`src/rtl/multi_edge_sync_pkg.sv`:
```
// Shared definitions for the multi-channel edge synchroniser: edge-detect modes
// and the lower bounds every parameter set must respect.
package multi_edge_sync_pkg;

   typedef enum logic [1:0] {
      MODE_OFF  = 2'b00,
      MODE_RISE = 2'b01,
      MODE_FALL = 2'b10,
      MODE_BOTH = 2'b11
   } mode_e;

   localparam int MIN_NO_OF_CHANNELS = 1;
   localparam int MIN_SYNC_STAGES    = 2;
   localparam int MIN_FILTER_LEN     = 1;
   localparam int MIN_CNT_W          = 2;

   function automatic logic params_ok(input int no_of_channels, input int sync_stages,
                                      input int filter_len, input int cnt_w);
      return (no_of_channels >= MIN_NO_OF_CHANNELS) && (sync_stages >= MIN_SYNC_STAGES) &&
             (filter_len >= MIN_FILTER_LEN) && (cnt_w >= MIN_CNT_W);
   endfunction

endpackage

```
`src/rtl/multi_edge_sync_if.sv`:
```
// Bundle of the per-channel event inputs, controls and status outputs of
// multi_edge_sync; the slave modport is the synchroniser side.
interface multi_edge_sync_if #(
   parameter int P_NO_OF_CHANNELS = 4,
   parameter int P_CNT_W          = 8
);
   logic [P_NO_OF_CHANNELS-1:0]         async_in_ih;
   logic [2*P_NO_OF_CHANNELS-1:0]       mode_i;
   logic [P_NO_OF_CHANNELS-1:0]         cnt_clr_ih;
   logic [P_NO_OF_CHANNELS-1:0]         level_oh;
   logic [P_NO_OF_CHANNELS-1:0]         pulse_oh;
   logic [P_CNT_W*P_NO_OF_CHANNELS-1:0] cnt_od;
   logic [P_NO_OF_CHANNELS-1:0]         ovf_oh;

   modport master (
      output async_in_ih, mode_i, cnt_clr_ih,
      input  level_oh, pulse_oh, cnt_od, ovf_oh
   );

   modport slave (
      input  async_in_ih, mode_i, cnt_clr_ih,
      output level_oh, pulse_oh, cnt_od, ovf_oh
   );
endinterface

```
`src/rtl/multi_edge_sync_chan.sv`:
```
// One event channel: synchroniser chain, stability filter, mode-gated edge
// detector and saturating event counter with sticky overflow.
module edge_sync_chan
   import multi_edge_sync_pkg::*;
#(
   parameter int P_SYNC_STAGES = 2,
   parameter int P_FILTER_LEN  = 3,
   parameter int P_CNT_W       = 8
) (
   input  logic               clk_ir,
   input  logic               rst_ih,
   input  logic               async_ih,
   input  logic [1:0]         mode_i,
   input  logic               cnt_clr_ih,
   output logic               level_oh,
   output logic               pulse_oh,
   output logic [P_CNT_W-1:0] cnt_od,
   output logic               ovf_oh
);

   localparam logic [P_CNT_W-1:0] CNT_MAX = {P_CNT_W{1'b1}};
   localparam logic [P_CNT_W-1:0] CNT_ONE = {{(P_CNT_W-1){1'b0}}, 1'b1};

   logic [P_SYNC_STAGES-1:0] sync_r;
   logic [P_FILTER_LEN-1:0]  hist_r;
   logic [P_FILTER_LEN-1:0]  hist_nxt_s;
   logic                     sync_s;
   logic                     rise_s;
   logic                     fall_s;
   logic                     qual_s;
   logic                     level_r;
   logic                     pulse_r;
   logic [P_CNT_W-1:0]       cnt_r;
   logic                     ovf_r;

   assign sync_s = sync_r[P_SYNC_STAGES-1];

   generate
      if (P_FILTER_LEN == 1) begin : g_hist_single
         assign hist_nxt_s = sync_s;
      end else begin : g_hist_shift
         assign hist_nxt_s = {hist_r[P_FILTER_LEN-2:0], sync_s};
      end
   endgenerate

   // Metastability chain; only its last stage is used downstream.
   always_ff @(posedge clk_ir or posedge rst_ih) begin
      if (rst_ih) begin
         sync_r <= '0;
      end else begin
         sync_r <= {sync_r[P_SYNC_STAGES-2:0], async_ih};
      end
   end

   // Level change requests and their qualification by the channel mode.
   always_comb begin
      rise_s = 1'b0;
      fall_s = 1'b0;
      qual_s = 1'b0;
      if (&hist_r) begin
         rise_s = ~level_r;
      end else begin
         rise_s = 1'b0;
      end
      if (~|hist_r) begin
         fall_s = level_r;
      end else begin
         fall_s = 1'b0;
      end
      case (mode_e'(mode_i))
         MODE_OFF:  qual_s = 1'b0;
         MODE_RISE: qual_s = rise_s;
         MODE_FALL: qual_s = fall_s;
         MODE_BOTH: qual_s = rise_s | fall_s;
         default:   qual_s = 1'b0;
      endcase
   end

   // Filter history, filtered level and the edge pulse that accompanies it.
   always_ff @(posedge clk_ir or posedge rst_ih) begin
      if (rst_ih) begin
         hist_r  <= '0;
         level_r <= 1'b0;
         pulse_r <= 1'b0;
      end else begin
         hist_r  <= hist_nxt_s;
         pulse_r <= qual_s;
         if (rise_s) begin
            level_r <= 1'b1;
         end else if (fall_s) begin
            level_r <= 1'b0;
         end else begin
            level_r <= level_r;
         end
      end
   end

   // Counter follows the visible pulse; a clear that meets a pulse keeps that pulse.
   always_ff @(posedge clk_ir or posedge rst_ih) begin
      if (rst_ih) begin
         cnt_r <= '0;
         ovf_r <= 1'b0;
      end else if (cnt_clr_ih) begin
         cnt_r <= pulse_r ? CNT_ONE : '0;
         ovf_r <= 1'b0;
      end else if (pulse_r) begin
         if (cnt_r == CNT_MAX) begin
            ovf_r <= 1'b1;
         end else begin
            cnt_r <= cnt_r + CNT_ONE;
         end
      end else begin
         cnt_r <= cnt_r;
         ovf_r <= ovf_r;
      end
   end

   assign level_oh = level_r;
   assign pulse_oh = pulse_r;
   assign cnt_od   = cnt_r;
   assign ovf_oh   = ovf_r;

endmodule

```
`src/rtl/multi_edge_sync.sv`:
```
// Receive-side synchroniser for N independent asynchronous event lines; each
// channel is a self-contained edge_sync_chan sliced onto the shared buses.
module multi_edge_sync
   import multi_edge_sync_pkg::*;
#(
   parameter int P_NO_OF_CHANNELS = 4,
   parameter int P_SYNC_STAGES    = 2,
   parameter int P_FILTER_LEN     = 3,
   parameter int P_CNT_W          = 8
) (
   input logic              clk_ir,
   input logic              rst_ih,
   multi_edge_sync_if.slave bus
);

   generate
      if (!params_ok(P_NO_OF_CHANNELS, P_SYNC_STAGES, P_FILTER_LEN, P_CNT_W)) begin : g_param_err
         $error("multi_edge_sync: parameter below its minimum value");
      end
   endgenerate

   genvar i;
   generate
      for (i = 0; i < P_NO_OF_CHANNELS; i++) begin : g_chan
         edge_sync_chan #(
            .P_SYNC_STAGES (P_SYNC_STAGES),
            .P_FILTER_LEN  (P_FILTER_LEN),
            .P_CNT_W       (P_CNT_W)
         ) u_chan (
            .clk_ir     (clk_ir),
            .rst_ih     (rst_ih),
            .async_ih   (bus.async_in_ih[i]),
            .mode_i     (bus.mode_i[2*i+1:2*i]),
            .cnt_clr_ih (bus.cnt_clr_ih[i]),
            .level_oh   (bus.level_oh[i]),
            .pulse_oh   (bus.pulse_oh[i]),
            .cnt_od     (bus.cnt_od[i*P_CNT_W +: P_CNT_W]),
            .ovf_oh     (bus.ovf_oh[i])
         );
      end
   endgenerate

endmodule

```
`src/flat_wrapper.sv`:
```
// flat-port wrapper written by rule: the top's interface ports become plain ports
module multi_edge_sync_flat import multi_edge_sync_pkg::*;
#(
   parameter int P_NO_OF_CHANNELS = 4,
   parameter int P_SYNC_STAGES    = 2,
   parameter int P_FILTER_LEN     = 3,
   parameter int P_CNT_W          = 8
)
  (clk_ir, rst_ih, bus_async_in_ih, bus_mode_i, bus_cnt_clr_ih, bus_level_oh, bus_pulse_oh, bus_cnt_od, bus_ovf_oh);
  multi_edge_sync_if #(.P_NO_OF_CHANNELS(P_NO_OF_CHANNELS), .P_CNT_W(P_CNT_W)) bus_i ();
  input logic clk_ir;
  input logic rst_ih;
  input wire logic [$bits(bus_i.async_in_ih)-1:0] bus_async_in_ih;
  input wire logic [$bits(bus_i.mode_i)-1:0] bus_mode_i;
  input wire logic [$bits(bus_i.cnt_clr_ih)-1:0] bus_cnt_clr_ih;
  output wire logic [$bits(bus_i.level_oh)-1:0] bus_level_oh;
  output wire logic [$bits(bus_i.pulse_oh)-1:0] bus_pulse_oh;
  output wire logic [$bits(bus_i.cnt_od)-1:0] bus_cnt_od;
  output wire logic [$bits(bus_i.ovf_oh)-1:0] bus_ovf_oh;
  assign bus_i.async_in_ih = bus_async_in_ih;
  assign bus_i.mode_i = bus_mode_i;
  assign bus_i.cnt_clr_ih = bus_cnt_clr_ih;
  assign bus_level_oh = bus_i.level_oh;
  assign bus_pulse_oh = bus_i.pulse_oh;
  assign bus_cnt_od = bus_i.cnt_od;
  assign bus_ovf_oh = bus_i.ovf_oh;
  multi_edge_sync #(.P_NO_OF_CHANNELS(P_NO_OF_CHANNELS), .P_SYNC_STAGES(P_SYNC_STAGES), .P_FILTER_LEN(P_FILTER_LEN), .P_CNT_W(P_CNT_W)) u_core (.clk_ir(clk_ir), .rst_ih(rst_ih), .bus(bus_i));
endmodule
```
`config.mk`:
```
export PLATFORM = sky130hd
export DESIGN_NAME = multi_edge_sync_flat
export DESIGN_NICKNAME = d
export VERILOG_FILES = /design/src/rtl/multi_edge_sync_pkg.sv /design/src/rtl/multi_edge_sync_if.sv /design/src/rtl/multi_edge_sync_chan.sv /design/src/rtl/multi_edge_sync.sv /design/src/flat_wrapper.sv
export SDC_FILE = /design/constraint.sdc
export NUM_CORES = 1
export LEC_CHECK = 0
export ABC_AREA = 1
export BUFFER_PORTS_ARGS = -buffer_cell sky130_fd_sc_hd__buf_2
export CORE_UTILIZATION = 36
export CTS_CLUSTER_DIAMETER = 120
export DETAILED_ROUTE_END_ITERATION = 6
export PLACE_DENSITY = 0.66
export REMOVE_ABC_BUFFERS = 1
export SLEW_MARGIN = 20
export SYNTH_ARGS = -nofsm -noshare
export SYNTH_HDL_FRONTEND = slang
export SYNTH_SLANG_ARGS = --single-unit
```
`constraint.sdc`:
```
create_clock -name clk_ir -period 2.24 [get_ports clk_ir]
set_input_delay 0.336 -clock clk_ir [delete_from_list [all_inputs] [get_ports clk_ir]]
set_output_delay 0.336 -clock clk_ir [all_outputs]
set_load 0.1 [all_outputs]
```
# Word level (Yosys, flattened, before mapping)
# Index checks and enable logic that the tools add are counted.
[totals]
reg_bits = 64
latchBits = 0
ram_bits = 0
mem_bits_ro = 0
input_bits = 18
out_inout_bits = 44
elab_cells = 136
mem_count = 0
[classes]
add_sub_neg = 4
multipliers = 0
div_mod_pow = 0
n_lt_le_gt_ge = 0
n_eq_ne = 20
shifts = 0
n_mux = 48
n_bitwise = 8
n_reduce_logical = 32
[ops]
columns = ["op", "n"]
rows = [
  ["$mux W8", 12],
  ["$add A8 B1 Y8 const B", 4],
  ["$eq A8 B8 Y1 const B", 4],
  ["$mux W1", 32],
  ["$reduce_bool A2 Y1", 12],
  ["$eq A2 B2 Y1 const B", 8],
  ["$pmux W1 S4", 4],
  ["$reduce_and A2 Y1", 8],
  ["$reduce_and A3 Y1", 4],
  ["$reduce_or A3 Y1", 4],
  ["$eq A2 B1 Y1 const B", 4],
  ["$logic_not A2 Y1", 4],
  ["$ne A2 B2 Y1 const B", 4],
  ["$not A1 Y1", 4],
  ["$or A1 B1 Y1", 4],
]

# Depth between registers and ports, before layout
# Gate-level depths: netlist of the first run.
[logic_depth]
word_depth = 4
depth_mapped = 8

# By module
# A second synthesis of the first run with hierarchy kept.
[hier_totals]
cells_unflattened = 344
area_unflattened_um2 = 3002.9
[by_module_without_submodules]
columns = ["mod", "instances", "cells_per_inst", "area_per_inst_um2", "seq_area_each_um2"]
rows = [
  ["edge_sync_chan", 4, 86, 750.7, 400.4],
]

# Least setup slack after synthesis of the first run
# Ideal clock, no wire load.
[synth_path]
path_type = "reg-to-reg"
startpoint = "register u_core.g_chan[2].u_chan.cnt_r[1]"
endpoint = "register u_core.g_chan[2].u_chan.cnt_r[3]"
setup_ns = 0.121
arrival_time_ns = 1.846
required_ns = 2.119
slack_ns = 0.273
stages_incl_launch_ff = 9
path_buffers = 0
period_less_slack_ns = 1.967
cell_sequence = "dfrtp_1 ha_1 nand2_2 nor2_2 nand2_2 nand2_4 nand2_4 nand2_1 nand2_1"
[synth_between]
elab_chain_len = 4
[synth_rtl]
columns = ["element", "line_no", "source"]
rows = [
  ["start, declared", "multi_edge_sync_chan.sv:33", "logic [P_CNT_W-1:0] cnt_r;"],
  ["start signal, assigned", "multi_edge_sync_chan.sv:104", "cnt_r <= pulse_r ? CNT_ONE : '0;"],
  ["start signal, assigned", "multi_edge_sync_chan.sv:110", "cnt_r <= cnt_r + CNT_ONE;"],
  ["start signal, assigned", "multi_edge_sync_chan.sv:113", "cnt_r <= cnt_r;"],
  ["$add A8 B1 Y8", "multi_edge_sync_chan.sv:110", ""],
  ["$mux W8", "multi_edge_sync_chan.sv:107", "if (cnt_r == CNT_MAX) begin"],
  ["$mux W8", "multi_edge_sync_chan.sv:106", "end else if (pulse_r) begin"],
  ["$mux W8", "multi_edge_sync_chan.sv:103", "end else if (cnt_clr_ih) begin"],
]
# Parallel ways exist; a longest one is shown, timed or not. The select of a mux whose other input is x is not followed.
# A chain may end at the register's enable or synchronous reset.

# Worst setup path after layout of the first run
[layout_path]
startpoint = "register u_core.g_chan[2].u_chan.pulse_r"
endpoint = "output bus_pulse_oh[2]"
[layout_rtl]
columns = ["element", "line_no", "source"]
rows = [
  ["start, declared", "multi_edge_sync_chan.sv:32", "logic pulse_r;"],
  ["start signal, assigned", "multi_edge_sync_chan.sv:87", "pulse_r <= qual_s;"],
  ["end, declared", "flat_wrapper.sv:17", "output wire logic [$bits(bus_i.pulse_oh)-1:0] bus_pulse_oh;"],
]
# No word-level cell between the ends.

==> results of run 1 <==
-- registers in the layout (all words and copies together), names as in the netlist --
signal / cells
u_core.g_chan.u_chan.cnt_od: 32
u_core.g_chan.u_chan.hist_r: 12
u_core.g_chan.u_chan.sync_r: 8
u_core.g_chan.u_chan.level_oh: 4
u_core.g_chan.u_chan.ovf_oh: 4
u_core.g_chan.u_chan.pulse_oh: 4
-- layer usage --
| metal | GRT usage | share of wire | up-vias |
|---|---|---|---|
| met5 | 0 | 0 | - |
| met3 | 0.03509 | 0.046 | 10 |
| met2 | 0.2512 | 0.47 | 53 |
| met1 | 0.1984 | 0.47 | 1200 |
| met4 | 0.06566 | 0.017 | 0 |
| li1 | - | - | 1303 |
-- per-stage QoR --
stage | hold WS, ns | instance area (sq um) | cells | worst slack, ns
4_1_cts | 0.06324 | 3662 | 542 | 0.5667
3_3_place_gp | 0.3356 | 3490 | 526 | 0.8893
5_1_grt | 0.08340 | 3662 | 542 | 0.5408
3_5_place_dp | 0.3379 | 3490 | 526 | 0.8483
2_1_floorplan | 0.3312 | 3033 | 359 | 0.2508
6_report | 0.06992 | 3662 | 542 | 0.6000
-- kinds of logic after synthesis --
| logic type | Yosys count | synth area share |
|---|---|---|
| compound gates | 34 | 0.06340 |
| xor+xnor | 5 | 0.01395 |
| fa+ha+maj | 4 | 0.01595 |
| buf+inv | 60 | 0.08732 |
| flops | 64 | 0.5104 |
| simple gates | 207 | 0.3090 |
-- how the worst min path moves through the flow --
stage	cells after the start	from	to
floorplan	0	u_core.g_chan[0].u_chan.sync_r[1]$_DFF_PP0_	u_core.g_chan[0].u_chan.hist_r[0]$_DFF_PP0_
global placement	0	u_core.g_chan[1].u_chan.sync_r[1]$_DFF_PP0_	u_core.g_chan[1].u_chan.hist_r[0]$_DFF_PP0_
detailed placement	0	u_core.g_chan[0].u_chan.sync_r[0]$_DFF_PP0_	u_core.g_chan[0].u_chan.sync_r[1]$_DFF_PP0_
CTS	3	rst_ih	u_core.g_chan[3].u_chan.cnt_od[4]$_DFFE_PP0P_
global route	1	bus_async_in_ih[3]	u_core.g_chan[3].u_chan.sync_r[0]$_DFF_PP0_
finish	3	rst_ih	u_core.g_chan[2].u_chan.cnt_od[2]$_DFFE_PP0P_
-- worst reg2reg max path, delay by kind of cell (launching register included) --
kind                     cells  cell delay, ns
flip-flops                   1            0.42
adder cells (fa/ha/maj)      1            0.22
AND/OR/NAND/NOR              4            0.36
AO/OA/AOI/OAI                1            0.28
buffers and inverters        1            0.03
-- cells in the mapped netlist --
cell type / n
ha_1: 4
dfrtp_1: 64
o21ai_0: 17
a21oi_1: 5
nand2_2: 7
buf_2: 3
nand3_2: 2
inv_1: 42
inv_2: 3
nand4_1: 2
nand3b_1: 2
nor2_1: 25
o21bai_1: 4
o211ai_1: 3
nor3b_1: 2
nand3_1: 48
and3_1: 2
nand2_1: 98
buf_4: 12
o21ai_2: 3
o21ai_1: 2
xor2_1: 4
nand2_4: 6
nor3_1: 8
xnor2_1: 1
nor2_4: 2
nor2_2: 3
-- power by group through the flow --
| stage | logic [W] | registers (W) | clock network [W] |
|---|---|---|---|
| after CTS | 0.000404 | 0.00124 | 0.000920 |
| after global routing | 0.000426 | 0.00125 | 0.000977 |
| after global placement | 0.000398 | 0.00126 | 0 |
| after detailed placement | 0.000403 | 0.00127 | 0 |
| after floorplan | 0.0000978 | 0.00148 | 0 |
| final | 0.000398 | 0.00124 | 0.000871 |
-- final cells by class --
cell class              count  area (sq um)  area share
repair buffers             62         325.3     0.08883
clock inverters             6         35.03    0.009566
inverters                  45         168.9     0.04612
multi-input cells         250          1262      0.3447
flip-flops and latches     64          1602      0.4373
clock buffers              10         137.6     0.03758
well taps                 105         131.4     0.03587
==> flow_summary.toml, run 1 <==
[outcome]
status = "finished, final reports clean"

[power_and_ir_drop]
worst_ir_drop_vdd_mv = 0.3776
p_comb_frac = 0.159
switching_share = 0.3265
p_int_w = 0.001692
pwr_density_cell_nw_per_um2 = 686.1
seqPwrFrac = 0.495
pwr-share-clk = 0.346
p_switching_w = 0.0008205
total_power_w = 0.002513
p_leak_nw = 1.900

[clocking]
cts_sinks = 64
cts_made_buffers = 9
path_clk_slew_ns = 0.07
ctsHoldBuffers = 0
cts_tree = "yes"
post-cts-setup-buffer-count = 0
clockBufferDepth = 2
cts-root-buf = "clkbuf_8"
clk_latency_ns = 0.33
post_cts_resized = 0
cts_max_level = 3

[critical_path]
endpoint = "bus_pulse_oh[2]"
path_class = "reg -> out"
cp_slowest_stage_delay_ns = 0.49
r2r_start = "u_core.g_chan[1].u_chan.cnt_od[1]$_DFFE_PP0P_"
rrSetupSlack_ns = 0.85
cp-startpoint = "u_core.g_chan[2].u_chan.pulse_oh$_DFF_PP0_"
path_cells = "buf_2"
critical_path_arrival_ns = 1.30
cpLargestDelayFamily = "flip-flops"
cp_slowest_cell = "dfrtp_1"
required_ns = 1.90
worst-path-buf-inv = 1
crit_path_start_kind = "register"
cp.depth = 1
r2r_end = "u_core.g_chan[1].u_chan.cnt_od[7]$_DFFE_PP0P_"
cp-end-kind = "output pin"
worstRegToRegCells = 7
crit_fanout = 6

[yosys]
netlist_area_sq_um = 3138
ys_types = 27
ys_seq_area_frac = 0.5104
synthTopCellsByArea = "dfrtp_1, nand2_1, nand3_1, inv_1, nor2_1"
yosysTopAreaCell = "dfrtp_1"
yosysTopAreaCellShare = 0.5104
avgSynthCellArea_sq_um = 8.390
syn_inst = 374
ys_seq_elements = 64
synth_warnings = 0

[floorplan]
chipWidth_um = 95.37
die-height_um = 95.37
dieArea_sq_um = 9094
start_util = 0.3762
rows = 33
core_area_sq_um = 8341
ioPinCount = 62

[place]
io_buffer_count = 61
dpl.hpwl_um = 4488
gp_congestion = 0.8428

[routing]
drt_wl_total_um = 6331
wl_per_cell_um = 11.68
vias = 2566
drtIter0Drc = 71
drtPass1Iterations = 5
drc_errors = 0
vias_per_cell = 4.734
final_antenna_net_count = 0

[timing]
slew_viol_final = 0
max-slew-margin-rel = 0.6618
period_minus_slack_ns = 1.640
rsz0062_at_grt = "no"
skew_ns = 0.006446
clock.fmax_mhz = 609.8
setup_violations = 0
worst_pin_slew_ns = 0.5108
period_share = 0.7321
hold_viol_final = 0
finalSetupTns_ns = 0

[layout]
final_cell_mix = "nand2_1, dfrtp_1, buf_2, nand3_1, inv_1"
fin_util = 0.4391
fill_cells = 843
area_growth_pct = 16.71
final_net_count = 454
n_antenna_cell = 0
layout_commonest_cell = "nand2_1"
drive_above_1_share = 0.2403

[global_routing]
grt_max_degree = 65
grt-ovfl-total = 0
globalRouteTotalUtil = 0.1550
grt_pass1_vias = 2454
antenna_found_initial = 0
grt_pass1_wl_um = 10850

[min_path]
min_path_type = "in -> async"

[run]
drv_cap = 0
Power figures use the tool's default switching activity.
==> run 2, diff against run 1 <==
ABC_AREA = 0   (was 1)
clock period = 1.6 ns   (was 2.24 ns; I/O delays follow)
==> run 2 against run 1 <==
Net effect:
- first-iteration DRC count rose by 76%
- register-to-register slack got worse by 0.78 ns
- critical path depth did not move
- clock power rose by 85%
- core utilization rose by 2.7 points
- worst setup slack got worse by 0.55 ns
- non-clock buffer count rose by 27
- critical path type unchanged
- die area fell by 2.7%
- sequential share of layout area fell by 1.9 points
- total power rose by 49%
- count of clock-buffer cells in the layout rose by 4
==> flow_summary.toml, run 2 <==
[critical_path]
worstRegToRegCells = 4
cpLargestDelayFamily = "flip-flops"
rrSetupSlack_ns = 0.07
r2r_start = "u_core.g_chan[3].u_chan.cnt_od[0]$_DFFE_PP0P_"
required_ns = 1.36
crit_fanout = 7
cp-startpoint = "u_core.g_chan[2].u_chan.cnt_od[5]$_DFFE_PP0P_"
cp-end-kind = "output pin"
endpoint = "bus_cnt_od[21]"
critical_path_arrival_ns = 1.31
cp_slowest_cell = "dfrtp_1"
path_class = "reg -> out"
cp.depth = 1
crit_path_start_kind = "register"
cp_slowest_stage_delay_ns = 0.49
worst-path-buf-inv = 1
path_cells = "buf_2"
r2r_end = "u_core.g_chan[3].u_chan.cnt_od[5]$_DFFE_PP0P_"

[layout]
multiInputGateArea_sq_um = 1303
fin_area_sq_um = 3830
n_antenna_cell = 0
largest_reg_flops = 32
fill_cells = 792
final_net_count = 385
regArea_sq_um = 1602
drive_above_1_share = 0.3288
layout_commonest_cell = "dfrtp_1"
final_cell_mix = "dfrtp_1, buf_2, a21oi_1, buf_4, nand2_1"
area_growth_pct = 25.45

[clocking]
cts_max_level = 3
clk_latency_ns = 0.33
cts_made_buffers = 9
clockBufferDepth = 2
path_clk_slew_ns = 0.07
post-cts-setup-buffer-count = 0
cts-root-buf = "clkbuf_8"
cts_tree = "yes"
cts_sinks = 64

[timing]
max-slew-margin-rel = 0.6746
setup_violations = 0
period_share = 0.9683
finalSetupTns_ns = 0
skew_ns = 0.008286
hold_viol_final = 0
rsz0062_at_grt = "no"
setup_ws_ns = 0.05068
slew_viol_final = 0
worst_pin_slew_ns = 0.4915
period_minus_slack_ns = 1.549
clock.fmax_mhz = 645.4
timing.hold.ws_ns = 0.1530

[yosys]
synth_ff_type = "dfrtp_1"
netlist_area_sq_um = 3053
yosysMostFrequentCell = "dfrtp_1"
synth-edff-count = 0
yosysTopAreaCellShare = 0.5246
syn_inst = 286
ys_seq_area_frac = 0.5246
ys_seq_elements = 64
synthArstFlopShare = 1.000
synth_warnings = 0
avgSynthCellArea_sq_um = 10.67
yosysTopAreaCell = "dfrtp_1"
synthTopCellsByArea = "dfrtp_1, a21oi_1, buf_4, nand4_1, nor2b_1"
ys_types = 47
netlist_top_cells_count = "dfrtp_1, a21oi_1, nand2_1"

[routing]
final_antenna_net_count = 0
wl_met1_um = 3052
dr_wl_met3_um = 248
vias = 2474
wl_per_cell_um = 13.74
route.met2.wl_um = 3075
drc_errors = 0
top_layer_used = "met4"
drtPass1Iterations = 4
drt_wl_total_um = 6499
drtIter0Drc = 125
vias_per_cell = 5.230

[floorplan]
core_area_sq_um = 8217
ioPinCount = 62
start_util = 0.3716
dieArea_sq_um = 8853
die-height_um = 94.09
rows = 33
chipWidth_um = 94.09

[place]
dpl.hpwl_um = 4373
place_ws_ns = 0.04280
io_buffer_count = 61
placed_cell_area_sq_um = 3523
gp_congestion = 0.7836

[global_routing]
globalRouteTotalUtil = 0.1581
grt_pass1_vias = 2370
grt-ovfl-total = 0
grt_max_degree = 65
grt_pass1_wl_um = 10860
antenna_found_initial = 0

[power_and_ir_drop]
p_leak_nw = 1.840
pwr_density_cell_nw_per_um2 = 976.2
worst_ir_drop_vdd_mv = 0.5735

[min_path]
min_path_type = "in -> reg"

[run]
drv_cap = 0

[outcome]
status = "finished, final reports clean"
## run 2: cell types whose count changed after synthesis, sizes merged, moves of 6 or more
cell	change
a211oi	+8
a21oi	+25
a31oi	+7
and3	+7
and4	+7
inv	-40
mux2	+7
nand2	-92
nand2b	+6
nand3	-45
nand4	+10
nor2	-13
nor2b	+12
o21ai	-21
## run 2: how the worst min path moves through the flow
stage	from	endpoint	slack [ns]	cells after the start
floorplan	bus_async_in_ih[0]	u_core.g_chan[0].u_chan.sync_r[0]$_DFF_PP0_	0.27	0
global placement	u_core.g_chan[3].u_chan.sync_r[0]$_DFF_PP0_	u_core.g_chan[3].u_chan.sync_r[1]$_DFF_PP0_	0.33	0
detailed placement	rst_ih	u_core.g_chan[3].u_chan.level_oh$_DFFE_PP0P_	0.34	3
finish	bus_mode_i[7]	u_core.g_chan[3].u_chan.pulse_oh$_DFF_PP0_	0.15	3
CTS	bus_mode_i[7]	u_core.g_chan[3].u_chan.pulse_oh$_DFF_PP0_	0.13	3
global route	bus_mode_i[3]	u_core.g_chan[1].u_chan.pulse_oh$_DFF_PP0_	0.16	3
## run 2: cells by family after synthesis
kind of cell | synth area share
compound gates | 0.1500
fa+ha+maj | 0.01639
buf+inv | 0.05573
mux | 0.04262
simple gates | 0.2107
flops | 0.5246
## run 2: layer usage
metal,vias up,track usage
li1,1198,-
met1,1199,0.1993
met2,64,0.2561
met3,13,0.03398
met4,0,0.07692
met5,-,0
## run 2: cell type report
type	instances	area share
clock buffer	14	0.04508
clock inverter	2	0.01568
inverter	5	0.004900
multi-input combinational	194	0.3401
sequential	64	0.4182
tap	105	0.03430
timing repair buffer	89	0.1418
## run 2: repair_timing
action / 4_1_cts / 5_1_grt
resized for setup: 0 / 6
setup endpoints to repair: 0 / 4
hold buffers: 5 / 0
endpoints found under the hold margin: 68 / 0
## run 2: stage by stage
stage,power [W],util,std cells
2_1_floorplan,0.002028,-,263
4_1_cts,0.003809,0.4632,473
3_5_place_dp,0.002156,0.4288,452
6_report,0.003739,0.4661,473
5_1_grt,0.003898,0.4661,473
3_3_place_gp,0.002147,0.4288,452
## run 2: report_power, final
| part | switching (W) | leakage [nW] | total, W | internal, W |
|---|---|---|---|---|
| registers | 0.0000405 | 0.840 | 0.00171 | 0.00167 |
| logic | 0.000317 | 0.883 | 0.000422 | 0.000105 |
| clock network | 0.000599 | 0.117 | 0.00161 | 0.00101 |
| total | 0.000956 | 1.84 | 0.00374 | 0.00278 |
